`src/rtl/load_store_unit.sv`:
```
// Load/store unit: captures a pipeline load/store, runs one bus transaction with timeout.
// Optional macro LSU_MISALIGN_TRAP_EN traps misaligned half/word accesses instead of issuing them.
module load_store_unit #(
    parameter int unsigned TIMEOUT_CYCLES = 255
) (
    input  logic        clk,
    input  logic        rst_n,
    input  logic        mem_read,
    input  logic        mem_write,
    input  logic [31:0] addr,
    input  logic [31:0] wdata,
    input  logic [2:0]  readdatasel,
    input  logic [1:0]  writedatasel,
    output logic        mem_req,
    output logic        mem_we,
    output logic [31:0] mem_addr,
    output logic [3:0]  mem_be,
    output logic [31:0] mem_wdata,
    input  logic        mem_gnt,
    input  logic        mem_rvalid,
    input  logic [31:0] mem_rdata,
    output logic        stall,
    output logic        done,
    output logic [31:0] rdata,
    output logic        bus_err,
    output logic        misalign
);

    localparam logic [1:0] S_IDLE = 2'd0;
    localparam logic [1:0] S_REQ  = 2'd1;
    localparam logic [1:0] S_WAIT = 2'd2;
    localparam logic [1:0] S_DONE = 2'd3;

    localparam logic [7:0] TIMEOUT_LIM = TIMEOUT_CYCLES[7:0];

    logic [1:0]  state;
    logic [7:0]  cnt;
    logic [7:0]  cnt_next;
    logic        is_write_q;
    logic [2:0]  rsel_q;
    logic [1:0]  addr_lo_q;
    logic [3:0]  st_be;
    logic [31:0] st_wdata;
    logic [7:0]  ld_byte;
    logic [15:0] ld_half;
    logic [31:0] ld_data;
    logic        start;
    logic        acc_ok;
    logic        acc_to;
    logic        trap;

    always_comb begin
        st_be    = 4'hF;
        st_wdata = wdata;
        case (writedatasel)
            2'b01: begin
                st_be    = 4'b0001 << addr[1:0];
                st_wdata = {4{wdata[7:0]}};
            end
            2'b10: begin
                st_be    = 4'b0011 << {addr[1], 1'b0};
                st_wdata = {2{wdata[15:0]}};
            end
            default: ;
        endcase
    end

    always_comb begin
        case (addr_lo_q)
            2'd0:    ld_byte = mem_rdata[7:0];
            2'd1:    ld_byte = mem_rdata[15:8];
            2'd2:    ld_byte = mem_rdata[23:16];
            default: ld_byte = mem_rdata[31:24];
        endcase
        ld_half = addr_lo_q[1] ? mem_rdata[31:16] : mem_rdata[15:0];
        case (rsel_q)
            3'b001:  ld_data = {{24{ld_byte[7]}}, ld_byte};
            3'b010:  ld_data = {{16{ld_half[15]}}, ld_half};
            3'b011:  ld_data = {24'd0, ld_byte};
            3'b100:  ld_data = {16'd0, ld_half};
            default: ld_data = mem_rdata;
        endcase
    end

    // A response in the timeout cycle still counts as a successful access.
    always_comb begin
        start    = (state == S_IDLE) && (mem_read || mem_write);
        cnt_next = cnt + 8'd1;
        acc_ok   = ((state == S_REQ) && mem_gnt && mem_rvalid) ||
                   ((state == S_WAIT) && mem_rvalid);
        acc_to   = ((state == S_REQ) || (state == S_WAIT)) && !acc_ok &&
                   (cnt_next == TIMEOUT_LIM);
    end

`ifdef LSU_MISALIGN_TRAP_EN
    logic misalign_q;

    always_comb begin
        trap = 1'b0;
        if (mem_write) begin
            case (writedatasel)
                2'b01:   trap = 1'b0;
                2'b10:   trap = addr[0];
                default: trap = (addr[1:0] != 2'b00);
            endcase
        end else begin
            case (readdatasel)
                3'b001, 3'b011: trap = 1'b0;
                3'b010, 3'b100: trap = addr[0];
                default:        trap = (addr[1:0] != 2'b00);
            endcase
        end
    end

    always_ff @(posedge clk) begin
        if (!rst_n)
            misalign_q <= 1'b0;
        else if (start && trap)
            misalign_q <= 1'b1;
        else if (state == S_DONE)
            misalign_q <= 1'b0;
    end

    assign misalign = misalign_q;
`else
    assign trap     = 1'b0;
    assign misalign = 1'b0;
`endif

    assign stall = rst_n && (start || (state == S_REQ) || (state == S_WAIT));
    assign done  = (state == S_DONE);

    always_ff @(posedge clk) begin
        if (!rst_n) begin
            state      <= S_IDLE;
            cnt        <= '0;
            is_write_q <= 1'b0;
            rsel_q     <= '0;
            addr_lo_q  <= '0;
            mem_req    <= 1'b0;
            mem_we     <= 1'b0;
            mem_addr   <= '0;
            mem_be     <= '0;
            mem_wdata  <= '0;
            rdata      <= '0;
            bus_err    <= 1'b0;
        end else begin
            case (state)
                S_IDLE: begin
                    if (start) begin
                        is_write_q <= mem_write;
                        rsel_q     <= readdatasel;
                        addr_lo_q  <= addr[1:0];
                        cnt        <= '0;
                        if (trap) begin
                            state <= S_DONE;
                            rdata <= '0;
                        end else begin
                            state     <= S_REQ;
                            mem_req   <= 1'b1;
                            mem_we    <= mem_write;
                            mem_addr  <= {addr[31:2], 2'b00};
                            mem_be    <= mem_write ? st_be : 4'hF;
                            mem_wdata <= mem_write ? st_wdata : '0;
                        end
                    end
                end
                S_REQ, S_WAIT: begin
                    cnt <= cnt_next;
                    if (acc_ok || acc_to) begin
                        state   <= S_DONE;
                        mem_req <= 1'b0;
                        mem_we  <= 1'b0;
                        bus_err <= acc_to;
                        rdata   <= (acc_ok && !is_write_q) ? ld_data : '0;
                    end else if ((state == S_REQ) && mem_gnt) begin
                        state   <= S_WAIT;
                        mem_req <= 1'b0;
                        mem_we  <= 1'b0;
                    end
                end
                S_DONE: begin
                    state   <= S_IDLE;
                    bus_err <= 1'b0;
                end
                default: state <= S_IDLE;
            endcase
        end
    end

endmodule

```
`config.mk`:
```
export PLATFORM = sky130hd
export DESIGN_NAME = load_store_unit
export DESIGN_NICKNAME = d
export VERILOG_FILES = /design/src/rtl/load_store_unit.sv
export SDC_FILE = /design/constraint.sdc
export NUM_CORES = 1
export LEC_CHECK = 0
export BUFFER_PORTS_ARGS = -buffer_cell sky130_fd_sc_hd__buf_2
export CAP_MARGIN = 20
export CELL_PAD_IN_SITES_DETAIL_PLACEMENT = 0
export CELL_PAD_IN_SITES_GLOBAL_PLACEMENT = 1
export CORE_UTILIZATION = 36
export DETAILED_ROUTE_END_ITERATION = 8
export PLACE_DENSITY_LB_ADDON = 0.1
export RECOVER_POWER = 25
export SYNTH_ARGS = -nofsm -noshare
export SYNTH_HDL_FRONTEND = slang
export SYNTH_SLANG_ARGS = --single-unit
```
`constraint.sdc`:
```
create_clock -name clk -period 2.5 [get_ports clk]
set_input_delay 0.5 -clock clk [delete_from_list [all_inputs] [get_ports clk]]
set_output_delay 0.5 -clock clk [all_outputs]
set_load 0.01 [all_outputs]
```
==> results of run 1 <==
[per-stage QoR]
step / std cells / instance area [µm²] / setup slack [ps] / total power [W]
after global placement: 1078 / 6980 / 414 / 0.00481
after global routing: 1110 / 7500 / 31.5 / 0.00762
after floorplan: 694 / 5840 / 489 / 0.00401
final: 1110 / 7500 / 272 / 0.00717
after CTS: 1110 / 7570 / 268 / 0.00728
after detailed placement: 1078 / 6980 / 306 / 0.00484
[worst max-delay path by stage]
stage / depth (start not counted) / end
global route: 7 / rdata[30]$_SDFFE_PN0P_
detailed placement: 7 / rdata[30]$_SDFFE_PN0P_
finish: 7 / rdata[30]$_SDFFE_PN0P_
global placement: 7 / rdata[17]$_SDFFE_PN0P_
floorplan: 7 / rdata[16]$_SDFFE_PN0P_
CTS: 7 / rdata[30]$_SDFFE_PN0P_
[flip-flops by register name, indices dropped and copies added, names as in the netlist]
register,flops
mem_wdata,32
rdata,32
mem_addr,30
cnt,8
mem_be,4
rsel_q,3
addr_lo_q,2
state,2
bus_err,1
is_write_q,1
mem_req,1
mem_we,1
[worst min-delay path, cell delays in order]
cell and delay, ps:
buf_2 90, nand2_1 40, a21boi_0 60
[Yosys cell counts (all sizes together), types with 9 or more instances]
master | instances | share of area (%)
a21boi | 63 | 8.1
a21o | 10 | 1.3
a21oi | 9 | 0.84
a22oi | 16 | 2.1
buf | 16 | 2.3
clkbuf | 35 | 2.3
dfxtp | 117 | 40
inv | 14 | 0.90
mux2i | 33 | 5.7
nand2 | 178 | 11
nand3 | 15 | 1.3
nor2 | 21 | 1.4
nor2b | 15 | 1.6
o21ai | 56 | 4.8
[kinds of logic after synthesis]
logic type / Yosys count / synth area share [%]
AO/OA/AOI/OAI: 196 / 23.7
other: 1 / 0.0643
adder cells (fa/ha/maj): 8 / 1.72
multiplexers: 41 / 8.75
flip-flops: 117 / 40.1
AND/OR/NAND/NOR: 257 / 19.0
XOR/XNOR: 3 / 0.450
buffers and inverters: 69 / 6.15
[area by class of cell]
class                      instances  share of cell area [%]
multi-input combinational        508                    42.0
sequential                       117                    31.2
timing repair buffer             223                    14.6
clock buffer                      19                    6.04
tap                              216                    3.60
clock inverter                    13                    1.77
inverter                          14                   0.701
[power breakdown]
part           leakage (nW)  switching [W]  total [W]  internal (W)
Clock                 0.281       0.000892    0.00240       0.00151
Combinational          1.82        0.00153    0.00239      0.000860
Sequential            0.956       0.000208    0.00237       0.00217
Total                  3.05        0.00263    0.00717       0.00454
[metal layers]
metal	share of wire [%]	global-route usage, %	wire, µm	up-vias
li1	-	-	-	2783
met1	43	25.8	7620	2611
met2	47	34.8	8350	209
met3	7.9	7.10	1400	28
met4	1.9	7.75	333	2
met5	0.096	0	17	-
==> results_dict.tcl, run 1 <==
set metrics [dict create \
    drive_gt1_share_pct 25.4 \
    cp_max_fo 26 \
    setup-tns-final_ps 0 \
    slowest_delay_ps 450 \
    grt_pass1_vias 5333 \
    clkTransAtPathRegs_ps 60 \
    whs_ps 329 \
    ant_nets 0 \
    grt_usage_pct 21.2 \
    r2r_slack_ps 270 \
    gp_congestion 0.851 \
    clock_skew_ps 7.76 \
    ctsResizeCount 0 \
    cts_max_path_buffers 2 \
    ir_drop_uv 467 \
    syn_inst 692 \
    dieHeight_um 129 \
    crit_path_start "cnt[0]$_SDFFE_PN0P_" \
    portBuffers 209 \
    antenna_cells 0 \
    cp.arrival_ps 2560 \
    rsz0062_at_grt "false" \
    drc 0 \
    final_util_pct 47.4 \
    power-per-cell-area_mw_per_mm2 955 \
    worstHoldPathCells 3 \
    htreeDepth 4 \
    crit_slowest_cell "dfxtp_1" \
    ys.flop_type "dfxtp_1" \
    maxSlewViolCount 0 \
    fill_cells 1602 \
    dp_hpwl_um 12900 \
    drv_cap 0 \
    io_pins 213 \
    r2r_cells 7 \
    first_pass_iters 5 \
    crit_type "register to register" \
    routedWlPerCell_um 16.0 \
    yosysSeqAreaShare_pct 40.1 \
    synth_area_mm2 0.00584 \
    period_share_pct 89.1 \
    layout.area.seq_mm2 0.00234 \
    finalHoldViolations 0 \
    overflow 0 \
    core_area_mm2 0.0158 \
    synth_seq_cells 117 \
    syn_avg_cell_area_um2 8.43 \
    grt_pass1_wl_um 27300 \
    via_per_inst 5.07 \
    synth_warnings 0 \
    hp-start "addr[23]" \
    status "complete, no violations" \
    die-area_mm2 0.0167 \
    end_kind "register" \
    holdCritPathClass "input pin to register" \
    leakagePower_nw 3.05 \
    r2r_start "cnt[0]$_SDFFE_PN0P_" \
    synth-edff-count 0 \
    setup_viol 0 \
    cts_tree "done" \
    path_cells "ha_1, nand3_1, nor3_2, o22ai_2, o31ai_4, buf_12, mux2i_1" \
    async_reset_ff_share_pct 0 \
    grt_max_degree 66 \
    cts-buffers-inserted 17 \
    drtIter0Drc 332 \
    worstPathRequired_ps 2840 \
    synth_cell_types 66 \
    whs_endpoint "mem_addr[23]$_SDFFE_PN0P_" \
    path_buf_inv 1 \
    totalWireLength_um 17700 \
    multiInputGateArea_mm2 0.00315 \
    areaGrowthSynthToFinish_pct 28.5 \
    cts_sinks 117 \
    cts-root-buf "clkbuf_16" \
    final_net_count 996 \
    worst_pin_slew_ps 684 \
    final_cell_mix "nand2_1 (178), buf_2 (153), dfxtp_1 (117)" \
    clkLatencyLatePin_ps 410 \
    finalCriticalPeriod_ps 2230 \
    cts_hold_buf 0 \
    critPathLaunchType "register" \
    max_clock_freq_mhz 449 \
    vias 5633 \
    relSlewSlack_pct 54.2 \
    path_delay_family "simple AND/OR/NAND/NOR gates" \
    die_w_um 129 \
    initial_core_util_pct 36.9 \
    timing.rr.end "rdata[30]$_SDFFE_PN0P_" \
    antenna_found_initial 1 \
    num_rows 46 \
    post-cts-setup-buffers 0 \
    layout_commonest_cell "nand2_1" \
]
Power figures use the tool's default switching activity.
==> inputs of run 2 (changes only) <==
--- a/config.mk
+++ b/config.mk
@@ -7,9 +7,7 @@
 export LEC_CHECK = 0
 export BUFFER_PORTS_ARGS = -buffer_cell sky130_fd_sc_hd__buf_2
 export CAP_MARGIN = 20
-export CELL_PAD_IN_SITES_DETAIL_PLACEMENT = 0
-export CELL_PAD_IN_SITES_GLOBAL_PLACEMENT = 1
-export CORE_UTILIZATION = 36
+export CORE_UTILIZATION = 37
 export DETAILED_ROUTE_END_ITERATION = 8
 export PLACE_DENSITY_LB_ADDON = 0.1
 export RECOVER_POWER = 25
==> run 2 against run 1 <==
Net effect:
- worst setup slack got worse by 35 ps
- sequential share of layout area is 0.22 points lower
- total power increased by 3.4%
- hold slack gained 5.0 ps
- critical path depth is the same
- die area down 2.7%
- core utilization rose by 1.9 points
- clock-buffer cell count up 2
- critical path type unchanged
- maximum frequency shrank 1.5%
==> results_dict.tcl, run 2 (same netlist as run 1, synthesis figures left out) <==
set metrics [dict create \
    cts-buffers-inserted 17 \
    placedCellCount 1069 \
    cp.arrival_ps 2590 \
    ant_nets 0 \
    gp_congestion 0.837 \
    grt_usage_pct 20.9 \
    worstPathRequired_ps 2830 \
    antenna_found_initial 0 \
    wl_met3_um 1440 \
    final_net_count 992 \
    setup-tns-final_ps 0 \
    critPathLaunchType "register" \
    initial_core_util_pct 38.1 \
    max_clock_freq_mhz 442 \
    crit_type "register to register" \
    drive_gt1_share_pct 24.7 \
    final_cell_mix "nand2_1 (178), buf_2 (153), dfxtp_1 (117)" \
    core_area_mm2 0.0153 \
    ir_drop_uv 502 \
    dp_hpwl_um 12300 \
    cts-root-buf "clkbuf_16" \
    totalWireLength_um 17000 \
    antenna_cells 0 \
    cp_max_fo 32 \
    die_w_um 128 \
    first_pass_iters 5 \
    grt_pass1_wl_um 26800 \
    die-area_mm2 0.0163 \
    finalHoldViolations 0 \
    via_per_inst 5.12 \
    cts_hold_buf 0 \
    top_regs "mem_wdata (32), rdata (32), mem_addr (30)" \
    wl_met2_um 7850 \
    leakagePower_nw 3.07 \
    r2r_start "cnt[0]$_SDFFE_PN0P_" \
    portBuffers 209 \
    worst_pin_slew_ps 680 \
    r2r_cells 7 \
    status "complete, no violations" \
    cp-endpoint "rdata[17]$_SDFFE_PN0P_" \
    io_pins 213 \
    r2r_slack_ps 240 \
    clock_skew_ps 8.05 \
    dieHeight_um 128 \
    period_share_pct 90.5 \
    wl_met1_um 7350 \
    layout_commonest_cell "nand2_1" \
    ctsResizeCount 0 \
    clkTransAtPathRegs_ps 60 \
    top_layer "met4" \
    routedWlPerCell_um 15.4 \
    grt_max_degree 122 \
    drc 0 \
    timing.rr.end "rdata[17]$_SDFFE_PN0P_" \
    fin_ws_ps 237 \
    power-per-cell-area_mw_per_mm2 981 \
    drv_cap 0 \
    rsz0062_at_grt "false" \
    setup_viol 0 \
    cts_tree "done" \
    num_rows 45 \
    holdCritPathClass "input pin to register" \
    drtIter0Drc 306 \
    htreeDepth 4 \
    maxSlewViolCount 0 \
    crit_path_start "cnt[0]$_SDFFE_PN0P_" \
    areaGrowthSynthToFinish_pct 29.5 \
    cts_max_path_buffers 2 \
    grt_pass1_vias 5248 \
    stdcell_count 1101 \
    post-cts-setup-buffers 0 \
    overflow 0 \
    relSlewSlack_pct 54.4 \
    dp_slack_ps 286 \
    clkLatencyLatePin_ps 410 \
    vias 5639 \
    finalCriticalPeriod_ps 2260 \
    end_kind "register" \
    cts_sinks 117 \
]
[run 2: critical path: stages (launching register included)]
cell	delay, ps
dfxtp_1	460
ha_1	310
nand3_1	180
nor3_2	290
o22ai_2	150
o31ai_4	260
buf_12	280
mux2i_1	230
[run 2: how the worst min path moves through the flow]
stage / from / to / slack, ps / cells after the start
finish: addr[11] / mem_addr[11]$_SDFFE_PN0P_ / 330 / 3
global route: addr[19] / mem_addr[19]$_SDFFE_PN0P_ / 320 / 3
global placement: rdata[19]$_SDFFE_PN0P_ / rdata[19]$_SDFFE_PN0P_ / 440 / 2
CTS: addr[19] / mem_addr[19]$_SDFFE_PN0P_ / 320 / 3
detailed placement: rdata[21]$_SDFFE_PN0P_ / rdata[21]$_SDFFE_PN0P_ / 450 / 2
floorplan: rdata[0]$_SDFFE_PN0P_ / rdata[0]$_SDFFE_PN0P_ / 480 / 2
[run 2: per-layer routing]
metal,up-vias,track usage (%)
met3,27,7.16
met5,-,0
met1,2615,25.3
met4,0,7.82
met2,219,34.3
li1,2778,-
[run 2: per-stage QoR]
step	util, %	power (W)	area, µm²	hold slack (ps)
2_1_floorplan	-	0.00401	5840	479
3_3_place_gp	45.5	0.00478	6970	440
3_5_place_dp	45.5	0.00482	6970	445
4_1_cts	49.8	0.00752	7620	321
5_1_grt	49.3	0.00786	7550	317
6_report	49.3	0.00741	7550	334
[run 2: cell type report]
cell class	count	area [µm²]
tap	211	264
sequential	117	2340
clock buffer	21	450
fill	1571	7760
clock inverter	11	200
timing repair buffer	219	1090
multi-input combinational	508	3150
inverter	14	52.6
[run 2: where the power goes]
group | total [W] | switching (W) | internal (W)
registers | 0.00237 | 0.000206 | 0.00217
logic | 0.00237 | 0.00151 | 0.000866
clock network | 0.00266 | 0.000862 | 0.00180
==> inputs of run 3 (changes only) <==
--- a/config.mk
+++ b/config.mk
@@ -10,7 +10,6 @@
 export CORE_UTILIZATION = 37
 export DETAILED_ROUTE_END_ITERATION = 8
 export PLACE_DENSITY_LB_ADDON = 0.1
-export RECOVER_POWER = 25
 export SYNTH_ARGS = -nofsm -noshare
 export SYNTH_HDL_FRONTEND = slang
 export SYNTH_SLANG_ARGS = --single-unit
==> run 3 against run 2 <==
Net effect:
- combinational power hardly changed
- maximum frequency up 0.28%
- sequential power barely moved
- total power is 0.36% higher
- design area rose by 0.91%
- global-route usage is the same
- critical path depth is the same
==> results_dict.tcl, run 3 (same netlist as run 1, synthesis figures left out) <==
set metrics [dict create \
    setup_viol 0 \
    antenna_cells 0 \
    antenna_found_initial 0 \
    worstPathRequired_ps 2830 \
    dp_hpwl_um 12300 \
    ant_nets 0 \
    die-area_mm2 0.0163 \
    cts_sinks 117 \
    end_kind "register" \
    overflow 0 \
    routedWlPerCell_um 15.4 \
    fin_ws_ps 243 \
    stdcell_count 1101 \
    vias 5620 \
    leakagePower_nw 3.29 \
    htreeDepth 4 \
    num_rows 45 \
    final_net_count 992 \
    relSlewSlack_pct 54.9 \
    grt_max_degree 122 \
    r2r_slack_ps 240 \
    clkLatencyLatePin_ps 410 \
    dieHeight_um 128 \
    status "complete, no violations" \
    placedCellCount 1069 \
    crit_type "register to register" \
    clkTransAtPathRegs_ps 60 \
    ctsResizeCount 0 \
    drtIter0Drc 318 \
    finalCriticalPeriod_ps 2260 \
    timing.rr.end "rdata[17]$_SDFFE_PN0P_" \
    cts-root-buf "clkbuf_16" \
    cp.arrival_ps 2580 \
    dp_slack_ps 286 \
    max_clock_freq_mhz 443 \
    worstHoldPathCells 3 \
    maxSlewViolCount 0 \
    finalHoldViolations 0 \
    cts-buffers-inserted 17 \
    cts_max_path_buffers 2 \
    power-per-cell-area_mw_per_mm2 975 \
    design_area_mm2 0.00762 \
    crit_path_start "cnt[0]$_SDFFE_PN0P_" \
    r2r_start "cnt[0]$_SDFFE_PN0P_" \
    core_area_mm2 0.0153 \
    areaGrowthSynthToFinish_pct 30.6 \
    via_per_inst 5.10 \
    grt_pass1_wl_um 26800 \
    power_w 0.00744 \
    drive_gt1_share_pct 30.9 \
    layout.area.seq_mm2 0.00234 \
    drc 0 \
    clock_skew_ps 6.94 \
    drv_cap 0 \
    initial_core_util_pct 38.1 \
    cts_tree "done" \
    grt_pass1_vias 5248 \
    r2r_cells 7 \
    rsz0062_at_grt "false" \
    portBuffers 209 \
    multiInputGateArea_mm2 0.00315 \
    ir_drop_uv 501 \
    worst_pin_slew_ps 674 \
    first_pass_iters 5 \
    top_regs "mem_wdata (32), rdata (32), mem_addr (30)" \
    io_pins 213 \
    grt_usage_pct 20.9 \
    critPathLaunchType "register" \
    dpl_cell_area_mm2 0.00697 \
    die_w_um 128 \
    post-cts-setup-buffers 0 \
    hp-start "addr[11]" \
    cp_max_fo 32 \
    setup-tns-final_ps 0 \
    cts_hold_buf 0 \
    fill_cells 1549 \
    final_cell_mix "buf_2 (208), nand2_1 (178), dfxtp_1 (117)" \
    whs_endpoint "mem_addr[11]$_SDFFE_PN0P_" \
    period_share_pct 90.3 \
    gp_congestion 0.837 \
    holdCritPathClass "input pin to register" \
    layout_commonest_cell "buf_2" \
    totalWireLength_um 16900 \
]
## run 3: cell types whose count changed in the layout (fill, tap and decap cells not counted), sizes merged
cell / before / now
buf: 164 / 219
clkbuf: 76 / 21
## run 3: per-stage QoR
step	hold slack (ps)	utilization [%]
after floorplan	479	-
after global placement	440	45.5
after detailed placement	445	45.5
after CTS	321	49.8
after global routing	317	49.8
final	335	49.8
## run 3: cell type report
class	instances	share of cell area, %
timing repair buffer	219	15.2
tap	211	3.46
sequential	117	30.7
clock inverter	11	2.63
clock buffer	21	5.91
inverter	14	0.689
multi-input combinational	508	41.4
## run 3: power by group
group,total [W],switching [W],internal (W)
Combinational,0.00240,0.00150,0.000900
Sequential,0.00237,0.000203,0.00217
Clock,0.00267,0.000865,0.00180
Total,0.00744,0.00257,0.00487
## run 3: metal layers
metal | up-vias | track usage (%) | routed length (µm)
met4 | 0 | 7.82 | 349
met1 | 2602 | 25.3 | 7320
met2 | 213 | 34.3 | 7820
met3 | 28 | 7.16 | 1440
met5 | - | 0 | 0
li1 | 2777 | - | -
## run 3: worst max-delay path by stage
stage / endpoint / slack, ps
after global placement: rdata[24]$_SDFFE_PN0P_ / 400
final: rdata[17]$_SDFFE_PN0P_ / 240
after global routing: rdata[25]$_SDFFE_PN0P_ / 110
after CTS: rdata[17]$_SDFFE_PN0P_ / 250
after detailed placement: rdata[25]$_SDFFE_PN0P_ / 290
after floorplan: rdata[16]$_SDFFE_PN0P_ / 490
## run 3: worst max-delay path, stage by stage, from the launching register on
cell and delay [ps]:
dfxtp_1 460, ha_1 310, nand3_1 180, nor3_2 290
o22ai_2 150, o31ai_4 260, buf_12 280, mux2i_1 230
